`src/rtl/input_router_xy_vc_if.sv`:
```
// Flit-in / route-request-out bundle for one router input port.
interface input_router_xy_vc_if #(
    parameter int unsigned X_W  = 2,
    parameter int unsigned Y_W  = 2,
    parameter int unsigned N_VC = 2
);
    localparam int unsigned VC_W = (N_VC > 1) ? $clog2(N_VC) : 1;

    logic            flit_valid_i;
    logic            flit_ready_o;
    logic [1:0]      flit_type_i;
    logic [VC_W-1:0] flit_vc_i;
    logic [X_W-1:0]  flit_x_dst_i;
    logic [Y_W-1:0]  flit_y_dst_i;
    logic            route_valid_o;
    logic            route_ready_i;
    logic [4:0]      router_port_o;
    logic [VC_W-1:0] route_vc_o;
    logic            route_err_o;
    logic [N_VC-1:0] vc_busy_o;

    // Router side
    modport slave (
        input  flit_valid_i, flit_type_i, flit_vc_i, flit_x_dst_i, flit_y_dst_i, route_ready_i,
        output flit_ready_o, route_valid_o, router_port_o, route_vc_o, route_err_o, vc_busy_o
    );

    // Upstream flit source / downstream allocator side
    modport master (
        output flit_valid_i, flit_type_i, flit_vc_i, flit_x_dst_i, flit_y_dst_i, route_ready_i,
        input  flit_ready_o, route_valid_o, router_port_o, route_vc_o, route_err_o, vc_busy_o
    );
endinterface

```
`src/rtl/input_router_xy_vc.sv`:
```
// Per-input-port XY route computation with per-VC packet tracking and a
// single registered valid/ready output stage toward the switch allocator.
module input_router_xy_vc #(
    parameter int unsigned X_W     = 2,
    parameter int unsigned Y_W     = 2,
    parameter int unsigned N_VC    = 2,
    parameter int unsigned LOCAL_X = 0,
    parameter int unsigned LOCAL_Y = 0
) (
    input logic                  clk,
    input logic                  arst,
    input_router_xy_vc_if.slave  bus
);
    localparam int unsigned VC_W = (N_VC > 1) ? $clog2(N_VC) : 1;

    localparam logic [4:0] P_LOCAL = 5'b00001;
    localparam logic [4:0] P_NORTH = 5'b00010;
    localparam logic [4:0] P_SOUTH = 5'b00100;
    localparam logic [4:0] P_WEST  = 5'b01000;
    localparam logic [4:0] P_EAST  = 5'b10000;

    typedef enum logic [1:0] {
        FT_HEAD      = 2'b00,
        FT_BODY      = 2'b01,
        FT_TAIL      = 2'b10,
        FT_HEAD_TAIL = 2'b11
    } flit_type_e;

    typedef enum logic {
        VC_IDLE = 1'b0,
        VC_BUSY = 1'b1
    } vc_state_e;

    vc_state_e       state_q [N_VC];
    vc_state_e       state_d [N_VC];
    logic [4:0]      route_q [N_VC];
    logic [4:0]      route_d [N_VC];

    logic            valid_q, valid_d;
    logic [4:0]      port_q,  port_d;
    logic [VC_W-1:0] vc_q,    vc_d;
    logic            err_q,   err_d;

    logic            accept_c;
    logic [4:0]      xy_port_c;

    assign bus.flit_ready_o = !valid_q || bus.route_ready_i;
    assign accept_c         = bus.flit_valid_i && bus.flit_ready_o;

    // Dimension-ordered route: X is resolved before Y
    always_comb begin
        xy_port_c = P_LOCAL;
        if (bus.flit_x_dst_i > X_W'(LOCAL_X))
            xy_port_c = P_EAST;
        else if (bus.flit_x_dst_i < X_W'(LOCAL_X))
            xy_port_c = P_WEST;
        else if (bus.flit_y_dst_i > Y_W'(LOCAL_Y))
            xy_port_c = P_NORTH;
        else if (bus.flit_y_dst_i < Y_W'(LOCAL_Y))
            xy_port_c = P_SOUTH;
    end

    // Per-VC packet state and the output stage contents for the next cycle
    always_comb begin
        state_d = state_q;
        route_d = route_q;
        valid_d = valid_q && !bus.route_ready_i;
        port_d  = port_q;
        vc_d    = vc_q;
        err_d   = err_q;

        if (accept_c) begin
            valid_d = 1'b1;
            vc_d    = bus.flit_vc_i;
            err_d   = 1'b1;     // stays set if the VC id matches no channel
            port_d  = '0;
            for (int v = 0; v < int'(N_VC); v++) begin
                if (bus.flit_vc_i == VC_W'(v)) begin
                    err_d = 1'b0;
                    case (flit_type_e'(bus.flit_type_i))
                        FT_HEAD: begin
                            // A HEAD inside a packet is flagged but still opens the new packet
                            route_d[v] = xy_port_c;
                            state_d[v] = VC_BUSY;
                            if (state_q[v] == VC_BUSY) err_d  = 1'b1;
                            else                       port_d = xy_port_c;
                        end
                        FT_HEAD_TAIL: begin
                            state_d[v] = VC_IDLE;
                            if (state_q[v] == VC_BUSY) err_d  = 1'b1;
                            else                       port_d = xy_port_c;
                        end
                        FT_BODY: begin
                            if (state_q[v] == VC_BUSY) port_d = route_q[v];
                            else                       err_d  = 1'b1;
                        end
                        FT_TAIL: begin
                            state_d[v] = VC_IDLE;
                            if (state_q[v] == VC_BUSY) port_d = route_q[v];
                            else                       err_d  = 1'b1;
                        end
                        default: ;
                    endcase
                end
            end
        end
    end

    always_ff @(posedge clk) begin
        if (!arst) begin
            for (int v = 0; v < int'(N_VC); v++) begin
                state_q[v] <= VC_IDLE;
                route_q[v] <= '0;
            end
            valid_q <= 1'b0;
            port_q  <= '0;
            vc_q    <= '0;
            err_q   <= 1'b0;
        end else begin
            state_q <= state_d;
            route_q <= route_d;
            valid_q <= valid_d;
            port_q  <= port_d;
            vc_q    <= vc_d;
            err_q   <= err_d;
        end
    end

    always_comb begin
        bus.vc_busy_o = '0;
        for (int v = 0; v < int'(N_VC); v++)
            bus.vc_busy_o[v] = (state_q[v] == VC_BUSY);
    end

    assign bus.route_valid_o = valid_q;
    assign bus.router_port_o = port_q;
    assign bus.route_vc_o    = vc_q;
    assign bus.route_err_o   = err_q;

endmodule

```
`src/flat_wrapper.sv`:
```
// flat-port wrapper written by rule: the top's interface ports become plain ports
module input_router_xy_vc_flat 
#(
    parameter int unsigned X_W     = 2,
    parameter int unsigned Y_W     = 2,
    parameter int unsigned N_VC    = 2,
    parameter int unsigned LOCAL_X = 0,
    parameter int unsigned LOCAL_Y = 0
)
  (clk, arst, bus_flit_valid_i, bus_flit_type_i, bus_flit_vc_i, bus_flit_x_dst_i, bus_flit_y_dst_i, bus_route_ready_i, bus_flit_ready_o, bus_route_valid_o, bus_router_port_o, bus_route_vc_o, bus_route_err_o, bus_vc_busy_o);
  input_router_xy_vc_if #(.X_W(X_W), .Y_W(Y_W), .N_VC(N_VC)) bus_i ();
  input logic clk;
  input logic arst;
  input wire logic [$bits(bus_i.flit_valid_i)-1:0] bus_flit_valid_i;
  input wire logic [$bits(bus_i.flit_type_i)-1:0] bus_flit_type_i;
  input wire logic [$bits(bus_i.flit_vc_i)-1:0] bus_flit_vc_i;
  input wire logic [$bits(bus_i.flit_x_dst_i)-1:0] bus_flit_x_dst_i;
  input wire logic [$bits(bus_i.flit_y_dst_i)-1:0] bus_flit_y_dst_i;
  input wire logic [$bits(bus_i.route_ready_i)-1:0] bus_route_ready_i;
  output wire logic [$bits(bus_i.flit_ready_o)-1:0] bus_flit_ready_o;
  output wire logic [$bits(bus_i.route_valid_o)-1:0] bus_route_valid_o;
  output wire logic [$bits(bus_i.router_port_o)-1:0] bus_router_port_o;
  output wire logic [$bits(bus_i.route_vc_o)-1:0] bus_route_vc_o;
  output wire logic [$bits(bus_i.route_err_o)-1:0] bus_route_err_o;
  output wire logic [$bits(bus_i.vc_busy_o)-1:0] bus_vc_busy_o;
  assign bus_i.flit_valid_i = bus_flit_valid_i;
  assign bus_i.flit_type_i = bus_flit_type_i;
  assign bus_i.flit_vc_i = bus_flit_vc_i;
  assign bus_i.flit_x_dst_i = bus_flit_x_dst_i;
  assign bus_i.flit_y_dst_i = bus_flit_y_dst_i;
  assign bus_i.route_ready_i = bus_route_ready_i;
  assign bus_flit_ready_o = bus_i.flit_ready_o;
  assign bus_route_valid_o = bus_i.route_valid_o;
  assign bus_router_port_o = bus_i.router_port_o;
  assign bus_route_vc_o = bus_i.route_vc_o;
  assign bus_route_err_o = bus_i.route_err_o;
  assign bus_vc_busy_o = bus_i.vc_busy_o;
  input_router_xy_vc #(.X_W(X_W), .Y_W(Y_W), .N_VC(N_VC), .LOCAL_X(LOCAL_X), .LOCAL_Y(LOCAL_Y)) u_core (.clk(clk), .arst(arst), .bus(bus_i));
endmodule
```
`config.mk`:
```
export PLATFORM = sky130hd
export DESIGN_NAME = input_router_xy_vc_flat
export DESIGN_NICKNAME = d
export VERILOG_FILES = /design/src/rtl/input_router_xy_vc_if.sv /design/src/rtl/input_router_xy_vc.sv /design/src/flat_wrapper.sv
export SDC_FILE = /design/constraint.sdc
export NUM_CORES = 1
export LEC_CHECK = 0
export ABC_AREA = 1
export CELL_PAD_IN_SITES_DETAIL_PLACEMENT = 1
export CELL_PAD_IN_SITES_GLOBAL_PLACEMENT = 1
export CORE_MARGIN = 2
export CORE_UTILIZATION = 31
export CTS_BUF_LIST = sky130_fd_sc_hd__clkbuf_4
export CTS_CLUSTER_DIAMETER = 30
export DETAILED_ROUTE_END_ITERATION = 8
export GPL_TIMING_DRIVEN = 1
export PLACE_DENSITY = 0.78
export SKIP_CTS_REPAIR_TIMING = 1
export SYNTH_ARGS = -nofsm -noshare
export SYNTH_HDL_FRONTEND = slang
export SYNTH_SLANG_ARGS = --single-unit
```
`constraint.sdc`:
```
create_clock -name clk -period 1.13 [get_ports clk]
set_clock_uncertainty 0.15 [all_clocks]
set_input_delay 0.113 -clock clk [delete_from_list [all_inputs] [get_ports clk]]
set_output_delay 0.113 -clock clk [all_outputs]
set_load 0.02 [all_outputs]
```
* Yosys cells after proc, flatten, opt, wreduce, memory -nomap -nowiden *
Index checks and enable logic that the tools add are counted.

word-level totals
  word-level logic and storage cells = 51
  input port bits = 11
  register bits = 20
  output and inout port bits = 11

cells by class
  multiplexer cells = 21
  magnitude comparators = 4
  reduce and logical (&&, ||, !) cells = 14
  bitwise logic cells = 1
  equality and inequality tests = 3

operator list
  operator              count
  $mux W5               7
  $pmux W5 S2           2
  $reduce_and A3 Y1     4
  $mux W1               6
  $mux W3               2
  $pmux W1 S2           3
  $reduce_or A2 Y1      3
  $eq A2 B2 Y1 const B  2
  $gt A2 B1 Y1 const B  2
  $lt A2 B1 Y1 const B  2
  $mux W4               1
  $eq A2 B1 Y1 const B  1
  $logic_and A1 B1 Y1   2
  $logic_not A1 Y1      2
  $logic_not A2 Y1      1
  $reduce_bool A2 Y1    1
  $logic_or A1 B1 Y1    1
  $not A1 Y1            1

* Depth between registers and ports, before layout *
Gate-level depths: netlist of run 1.

  word-level depth = 11
  mapped depth = 9
  mapped depth without buffers = 9

* Worst setup path after synthesis of run 1 *
OpenSTA, ideal clock, no wires.

  kind = reg2reg
  from = register u_core.valid_q, in the netlist u_core.bus.route_valid_o
  to = register u_core.err_q, in the netlist u_core.bus.route_err_o
  path buffers = 0
  arrival = 0.982 ns
  path slack = -0.122 ns
  cell stages (with the launch flop) = 6
  setup time = 0.120 ns
  data required time = 0.860 ns
  clock period less this slack = 1.252 ns
  cells stage by stage = dfxtp_1 nand2_4 nand2_4 inv_1 o21ai_0 a21oi_1

on the way
  cells in the longest elaborated chain, start to end = 3

ends and longest elaborated chain
  element                   RTL line                   source
  start: declaration        input_router_xy_vc.sv:39   logic valid_q, valid_d;
  start signal: assignment  input_router_xy_vc.sv:122  valid_q <= valid_d;
  $logic_not A1 Y1          input_router_xy_vc.sv:47   assign bus.flit_ready_o = !valid_q || bus.route_ready_i;
  $logic_or A1 B1 Y1        input_router_xy_vc.sv:47
  net bus_flit_ready_o      flat_wrapper.sv:20         output wire logic [$bits(bus_i.flit_ready_o)-1:0] bus_flit_ready_o;
  $logic_and A1 B1 Y1       input_router_xy_vc.sv:48   assign accept_c = bus.flit_valid_i && bus.flit_ready_o;
  end signal: assignment    input_router_xy_vc.sv:125  err_q <= err_d;
  end: declaration          input_router_xy_vc.sv:42   logic err_q, err_d;

The timed path passes the listed nets, and every way through them passes these cells.
A chain may end at the register's enable or synchronous reset.

* Worst setup path in the final report of run 1 *
  from = register u_core.valid_q, in the netlist u_core.bus.route_valid_o
  to = register u_core.route_q[4] (netlist name)

on the way
  cells in the longest elaborated chain, start to end = 4

ends and longest elaborated chain
  element                             RTL line                   source
  $logic_not A1 Y1                    input_router_xy_vc.sv:47
  $logic_or A1 B1 Y1                  input_router_xy_vc.sv:47
  $logic_and A1 B1 Y1                 input_router_xy_vc.sv:48
  $reduce_and A3 Y1 (no source line)  --
  end signal: assignment              input_router_xy_vc.sv:121  route_q <= route_d;
  end: declaration                    input_router_xy_vc.sv:36   logic [4:0] route_q [N_VC];

No other way between the ends.

==> impl_metrics.toml, run 1 <==
[status]
status = "finished with violations"
failed_checks = "setup timing"

[global_routing]
grt_overflow = 0
antenna_found_initial = 0
grt_pass1_wl_um = 4360
gr-usage-all-layers = 0.178
grt_pass1_vias = 974
grt_max_degree = 9

[detailed_routing]
vias = 902
via_per_inst = 4.82
dr.pass1.iters = 4
first_iter_violations = 8
ant_nets = 0
drc = 0
finalWirelength_um = 2700
wl_per_cell_um = 14.5

[synthesis]
synth_compound_area_frac = 0.0982
ys_top_cells_by_area = "dfxtp_1, nand2_1, nand3_1, inv_1, nor2_1"
synth-simple-area-share = 0.376
ys_async_sr_fraction = 0
synth_area_leader_cell = "dfxtp_1"
synth_top_family_by_area = "simple AND/OR/NAND/NOR gates"
syn_avg_cell_area_um2 = 6.80
ys.warnings.count = 0
syn_area_um2 = 816
synth-xor-area-share = 0.0107
synth_cell_types = 18
synthCells = 120
seq_area_frac_synth = 0.344
synthFlopType = "dfxtp_1"
ys_ff_latch = 14
synth_top_area_share = 0.344
synth-edff-count = 0
synthAdderAreaFrac = 0.0613
muxShareOfSynthArea = 0

[min_path]
worstHoldStart = "bus_route_ready_i"
hp-class = "in -> reg"

[clocking]
cts-buffers-inserted = 3
cts_tree = "done"
path_clk_slew_ps = 90
cts_max_level = 1
clk_latency_ps = 280
root_buffer = "clkbuf_4"
clockBufferDepth = 2
clock_sinks = 14

[power_and_ir_drop]
clkPwrFrac = 0.262
leakage_nw = 0.646
power_switching_uw = 382
irDropWorstVdd_uv = 591
p_int_uw = 787
power_mw = 1.17
sequentialPowerShare = 0.453
combPwrFrac = 0.285
swShare = 0.327
p_per_area_mw_per_mm2 = 956

[layout]
fin_area_mm2 = 0.00122
antenna_cells = 0
final_util = 0.493
area_growth_pct = 49.8
drive_gt1_frac = 0.312
final_nets = 173
mostFrequentLayoutCell = "nand2_1"
mostFrequentLayoutCells = "nand2_1, buf_4, nand3_1"

[critical_path]
critPathRequiredTime_ps = 1200
startpoint_type = "register"
critical_path.cell_chain = "nand2_8 > buf_12 > nand2_8 > nor2_8 > nand2_4 > inv_4 > nand2_2 > a21oi_2"
critPathKind = "reg -> reg"
r2r_start = "u_core.bus.route_valid_o$_SDFF_PN0_"
cp_slowest_cell = "dfxtp_4"
worstPathArrival_ps = 1370
cpPeakStageDelay_ps = 370
cp_common_cell = "nand2_8"
critPathLaunch = "u_core.bus.route_valid_o$_SDFF_PN0_"
cp-end-kind = "register"
critPathMaxFanout = 5

[job]
maxCapViolations = 0

[sta]
hold_violations = 0
setup_viol = 15
finalMaxSlewViolations = 0
fmax_ghz = 0.766
holdWs_ps = 90.6
min_period_over_period = 1.16
period_minus_slack_ps = 1310
rsz0062_at_grt = "true"
fin_tns_setup_ps = -1620
layout_setup_ws_ps = -176

[place]
dp_hpwl_um = 2040
post_dp_cell_area_mm2 = 0.00117
place_congestion = 0.809
io_buffer_count = 19

[floorplan]
initial_core_util = 0.329
pin_count = 22
dieArea_mm2 = 0.00306
fp.dieW_um = 55.3
rows = 18
die_h_um = 55.3
placeableCoreArea_mm2 = 0.00248
[metal layers]
| layer | global-route usage | part of all wire | vias up |
|---|---|---|---|
| met4 | 0.0732 | 0.033 | 0 |
| li1 | - | - | 446 |
| met1 | 0.206 | 0.41 | 426 |
| met5 | 0 | 0 | - |
| met3 | 0.0258 | 0.031 | 10 |
| met2 | 0.325 | 0.53 | 20 |
[critical path: cells and delay by family (launching register included)]
family,cells,cell delay [ps]
AND/OR/NAND/NOR,5,410
AO/OA/AOI/OAI,1,130
flip-flops,1,370
buffers and inverters,2,160
[cells in the mapped netlist, types with 2 or more instances]
| library cell | count |
|---|---|
| inv_1 | 16 |
| dfxtp_1 | 14 |
| o21ai_0 | 7 |
| nand3_1 | 13 |
| nor2_1 | 14 |
| ha_1 | 4 |
| buf_4 | 2 |
| nand2_1 | 30 |
| nand2_4 | 3 |
| a21oi_1 | 9 |
[registers in the layout, summed over array words and instances, names as in the netlist]
name	cells
u_core.route_q	6
u_core.bus.router_port_o	3
u_core.bus.vc_busy_o	2
u_core.bus.route_err_o	1
u_core.bus.route_valid_o	1
u_core.bus.route_vc_o	1
[area by class of cell]
cell class,instances,area (um2)
timing repair buffer,34,293
clock buffer,3,22.5
sequential,14,287
tap,30,37.5
multi-input combinational,87,507
fill,333,1250
inverter,18,72.6
clock inverter,1,3.75
[per-stage QoR]
stage                     instances  setup slack, ps
final                           187             -176
after global routing            187             -251
after CTS                       185             -500
after detailed placement        181             -676
after global placement          181             -548
after floorplan                 121             9.05
[power by group through the flow]
stage | sequential [mW] | combinational, mW | clock [mW]
after floorplan | 0.561 | 0.141 | 0
after global placement | 0.540 | 0.305 | 0
after detailed placement | 0.541 | 0.316 | 0
after CTS | 0.529 | 0.319 | 0.313
after global routing | 0.533 | 0.365 | 0.340
final | 0.530 | 0.333 | 0.306
[worst paths after layout]
path | to | slack [ps] | depth (start not counted)
max | u_core.route_q[4]$_SDFFE_PN0P_ | -180 | 8
min | u_core.bus.route_valid_o$_SDFF_PN0_ | 90 | 5
max reg2reg | u_core.route_q[4]$_SDFFE_PN0P_ | -180 | 8
min reg2reg | u_core.route_q[0]$_SDFFE_PN0P_ | 340 | 2
[logic make-up after synthesis]
logic type,Yosys count
compound gates,16
xor+xnor,1
fa+ha+maj,4
buf+inv,20
flops,14
other cells,1
simple gates,64
No activity file was read; power rests on OpenSTA's default activity.
==> inputs of run 2 (changes only) <==
CELL_PAD_IN_SITES_DETAIL_PLACEMENT = 2   (was 1)
CELL_PAD_IN_SITES_GLOBAL_PLACEMENT = 2   (was 1)
CORE_UTILIZATION = 23   (was 31)
GPL_TIMING_DRIVEN = 0   (was 1)
PLACE_DENSITY = 0.76   (was 0.78)
SLEW_MARGIN = 10   (was not set)
==> impl_metrics.toml, run 2 (same netlist as run 1, synthesis figures left out) <==
[status]
status = "finished with violations"
failed_checks = "setup timing"

[floorplan]
pin_count = 22
die_h_um = 63.6
dieArea_mm2 = 0.00404
fp.dieW_um = 63.6
rows = 21
initial_core_util = 0.243
placeableCoreArea_mm2 = 0.00336

[critical_path]
critPathMaxFanout = 5
critPathKind = "in -> reg"
critPathLaunch = "bus_route_ready_i"
startpoint_type = "input pin"
rrSetupSlack_ps = -80
cp-end-kind = "register"
r2r_start = "u_core.bus.route_valid_o$_SDFF_PN0_"
critPathRequiredTime_ps = 1210
worst_r2r_path_depth = 7
crit_end = "u_core.route_q[4]$_SDFFE_PN0P_"
worstPathArrival_ps = 1290
r2r_end = "u_core.route_q[4]$_SDFFE_PN0P_"

[layout]
final_nets = 162
mostFrequentLayoutCells = "nand2_1, nand3_1, dfxtp_1"
antenna_cells = 0
top_register = "u_core.route_q"
mostFrequentLayoutCell = "nand2_1"
area_growth_pct = 44.6
largest_reg_flops = 6
drive_gt1_frac = 0.308

[global_routing]
antenna_found_initial = 0
grt_overflow = 0
gr-usage-all-layers = 0.140
grt_pass1_wl_um = 4400
grt_max_degree = 9
grt_pass1_vias = 955

[detailed_routing]
finalWirelength_um = 2580
vias = 865
via_per_inst = 4.51
first_iter_violations = 12
wl_per_cell_um = 13.4
ant_nets = 0
drc = 0
dr.pass1.iters = 4

[sta]
min_period_over_period = 1.07
setup_viol = 13
hold_violations = 0
fmax_ghz = 0.825
period_minus_slack_ps = 1210
holdWs_ps = 55.8
fin_tns_setup_ps = -548
layout_setup_ws_ps = -81.6
rsz0062_at_grt = "true"
finalMaxSlewViolations = 0

[min_path]
hp-class = "in -> reg"

[clocking]
clock_sinks = 14
root_buffer = "clkbuf_4"
cts_tree = "done"
cts-buffers-inserted = 3
clk_latency_ps = 290
clockBufferDepth = 2
path_clk_slew_ps = 90
cts_max_level = 1

[power_and_ir_drop]
leakage_nw = 0.581
p_per_area_mw_per_mm2 = 991
irDropWorstVdd_uv = 487

[place]
dp_hpwl_um = 2160
io_buffer_count = 19
place_congestion = 0.747

[job]
maxCapViolations = 0
-- run 2: cell count changes in the layout (fill, tap and decap cells not counted), moves of 2 or more --
cell      change
buf_4         -9
dfxtp_2       -2
inv_1         -4
nor2_2        -2
nor2_4        +3
clkbuf_2      -2
dfxtp_4       +2
inv_2         +3
-- run 2: critical path, cell delays in order --
cell and delay [ps]:
clkdlybuf4s50_1 470, inv_2 60, nand2_8 90, nand2_8 80, nor2_8 160, nand2_4 80
clkinv_2 60, nand2_2 50, a21oi_2 130
-- run 2: final cells by class --
class | instances | area, um2
buffer | 2 | 15.0
clock buffer | 4 | 30.0
fill | 427 | 2180
inverter | 18 | 75.1
multi-input combinational | 87 | 527
sequential | 14 | 292
tap | 46 | 57.6
timing repair buffer | 21 | 184
-- run 2: worst min-delay path by stage --
stage                     slack, ps                      startpoint  cells past startpoint                                       end
final                            60                bus_flit_valid_i                      3       u_core.bus.route_valid_o$_SDFF_PN0_
after global routing             50                bus_flit_valid_i                      3       u_core.bus.route_valid_o$_SDFF_PN0_
after CTS                       320                bus_flit_valid_i                      3       u_core.bus.route_valid_o$_SDFF_PN0_
after detailed placement        320  u_core.route_q[0]$_SDFFE_PN0P_                      2            u_core.route_q[0]$_SDFFE_PN0P_
after global placement          310  u_core.route_q[1]$_SDFFE_PN0P_                      2            u_core.route_q[1]$_SDFFE_PN0P_
after floorplan                  60                            arst                      2  u_core.bus.router_port_o[0]$_SDFFE_PN0P_
-- run 2: through the flow --
step	setup WS [ps]	power (mW)	area [um2]	utilization	std cells
after floorplan	9.05	0.702	847	-	121
after global placement	-648	0.814	1090	0.326	186
after detailed placement	-712	0.831	1090	0.326	186
after CTS	-497	1.17	1120	0.334	190
after global routing	-155	1.26	1180	0.351	192
final	-81.6	1.17	1180	0.351	192
-- run 2: where the power goes --
group	internal [mW]	leakage, nW	switching (mW)	total, mW
Sequential	0.512	0.116	0.0206	0.533
Combinational	0.125	0.447	0.183	0.308
Clock	0.161	0.0184	0.168	0.329
-- run 2: metal layers --
layer,vias to the layer above,GRT usage,share of wire
met4,0,0.0326,0.010
li1,429,-,-
met1,419,0.153,0.40
met2,12,0.266,0.56
met5,-,0,0
met3,5,0.0339,0.028
==> inputs of run 3 (changes only) <==
CORE_UTILIZATION = 30   (was 23)
DONT_BUFFER_PORTS = 1   (was not set)
PLACE_DENSITY = 0.75   (was 0.76)
clock period = 1.1 ns   (was 1.13 ns; I/O delays follow)
==> impl_metrics.toml, run 3 (same netlist as run 1, synthesis figures left out) <==
[floorplan]
rows = 18
dieArea_mm2 = 0.00315
pin_count = 22
die_h_um = 56.1
initial_core_util = 0.323
fp.dieW_um = 56.1
placeableCoreArea_mm2 = 0.00252

[global_routing]
grtUsageMet3 = 0.0349
grt_max_degree = 9
grt.busiest_layer = "met2"
grt_util_met2 = 0.239
antenna_found_initial = 0
gr-usage-all-layers = 0.148
grt_overflow = 0
grt_pass1_vias = 790
grt_use_met1 = 0.185
grt_pass1_wl_um = 3630

[critical_path]
critPathMaxFanout = 5
r2r_start = "u_core.bus.route_valid_o$_SDFF_PN0_"
cp-end-kind = "register"
worst_r2r_path_depth = 7
critPathKind = "reg -> reg"
startpoint_type = "register"
worstPathArrival_ps = 1300
critPathRequiredTime_ps = 1170
rrSetupSlack_ps = -130
r2r_end = "u_core.route_q[0]$_SDFFE_PN0P_"

[clocking]
clockBufferDepth = 2
cts-buffers-inserted = 3
clk_latency_ps = 280
cts_max_level = 1
root_buffer = "clkbuf_4"
path_clk_slew_ps = 90
cts_tree = "done"
clock_sinks = 14

[power_and_ir_drop]
sequentialPowerShare = 0.520
power_mw = 1.10
p_int_uw = 737
swShare = 0.327
combPwrFrac = 0.191
power_switching_uw = 359
p_per_area_mw_per_mm2 = 1090
irDropWorstVdd_uv = 678
clkPwrFrac = 0.289
leakage_nw = 0.484

[detailed_routing]
ant_nets = 0
dr.pass1.iters = 2
via_per_inst = 4.87
drc = 0
first_iter_violations = 11
finalWirelength_um = 2250
vias = 765
wl_per_cell_um = 14.4

[sta]
period_minus_slack_ps = 1230
finalMaxSlewViolations = 0
holdWs_ps = -242
layout_setup_ws_ps = -133
rsz0062_at_grt = "true"
fmax_ghz = 0.811
fin_tns_setup_ps = -986
hold_violations = 14
setup_viol = 13
min_period_over_period = 1.12

[min_path]
hp-class = "in -> reg"
holdPathStages = 2
holdPathEnd = "u_core.bus.router_port_o[1]$_SDFFE_PN0P_"
worstHoldStart = "arst"

[layout]
regArea_um2 = 292
largest_reg_flops = 6
nFillCells = 308
mostFrequentLayoutCell = "nand2_1"
final_util = 0.397
drive_gt1_frac = 0.276
final_nets = 143
antenna_cells = 0
area_growth_pct = 22.7
top_register = "u_core.route_q"
multiInputGateArea_um2 = 542
mostFrequentLayoutCells = "nand2_1, inv_1, dfxtp_1"

[place]
io_buffer_count = 0
dp_hpwl_um = 1750
place_congestion = 0.746

[job]
maxCapViolations = 0

[status]
failed_checks = "hold timing, setup timing"
status = "finished with violations"
-- run 3: cell types whose count changed in the layout (fill, tap and decap cells not counted), moves of 3 or more --
cell             delta
nand2_1             -3
clkbuf_2            -5
inv_1               +6
clkdlybuf4s50_1     -7
nand2_2             +3
inv_2               -5
dlymetal6s2s_1      -4
-- run 3: power by group through the flow --
stage	logic, mW	registers, mW	clock network, mW
2_1_floorplan	0.154	0.577	0
3_3_place_gp	0.181	0.582	0
3_5_place_dp	0.187	0.583	0
4_1_cts	0.189	0.571	0.330
5_1_grt	0.235	0.574	0.350
6_report	0.210	0.569	0.317
-- run 3: area by class of cell --
class | count | share of cell area
Buffer | 2 | 0.0150
Clock buffer | 3 | 0.0225
Clock inverter | 1 | 0.00375
Inverter | 18 | 0.0713
Multi-Input combinational cell | 87 | 0.541
Sequential cell | 14 | 0.291
Tap cell | 30 | 0.0375
Timing Repair Buffer | 2 | 0.0175
-- run 3: through the flow --
| stage | setup slack, ps | area [um2] | hold WS [ps] | std cells |
|---|---|---|---|---|
| 2_1_floorplan | -11.5 | 866 | 57.6 | 121 |
| 3_3_place_gp | -107 | 903 | 60.5 | 151 |
| 3_5_place_dp | -136 | 903 | 69.1 | 151 |
| 4_1_cts | -159 | 930 | -238 | 155 |
| 5_1_grt | -211 | 1000 | -243 | 157 |
| 6_report | -133 | 1000 | -242 | 157 |
-- run 3: critical path, stage by stage (launching register included) --
cell and delay, ps:
dfxtp_4 390, nand2_8 110, nand2_8 80, nor2_8 130, nand2_4 80, clkinv_2 60, nand2_1 50, a21oi_1 120
-- run 3: routing by layer --
metal  vias up  share of wire
met5         -              0
met4         0          0.015
met3         4          0.044
met2        15           0.51
met1       358           0.43
li1        388              -
-- run 3: how the worst max path moves through the flow --
stage          depth (start not counted)                                       end  slack, ps                                start
6_report                               7            u_core.route_q[0]$_SDFFE_PN0P_       -130  u_core.bus.route_valid_o$_SDFF_PN0_
5_1_grt                                7            u_core.route_q[0]$_SDFFE_PN0P_       -210  u_core.bus.route_valid_o$_SDFF_PN0_
4_1_cts                                6            u_core.route_q[6]$_SDFFE_PN0P_       -160  u_core.bus.route_valid_o$_SDFF_PN0_
3_5_place_dp                           6            u_core.route_q[6]$_SDFFE_PN0P_       -140  u_core.bus.route_valid_o$_SDFF_PN0_
3_3_place_gp                           7  u_core.bus.router_port_o[0]$_SDFFE_PN0P_       -110  u_core.bus.route_valid_o$_SDFF_PN0_
2_1_floorplan                          7            u_core.route_q[1]$_SDFFE_PN0P_        -10  u_core.bus.route_valid_o$_SDFF_PN0_
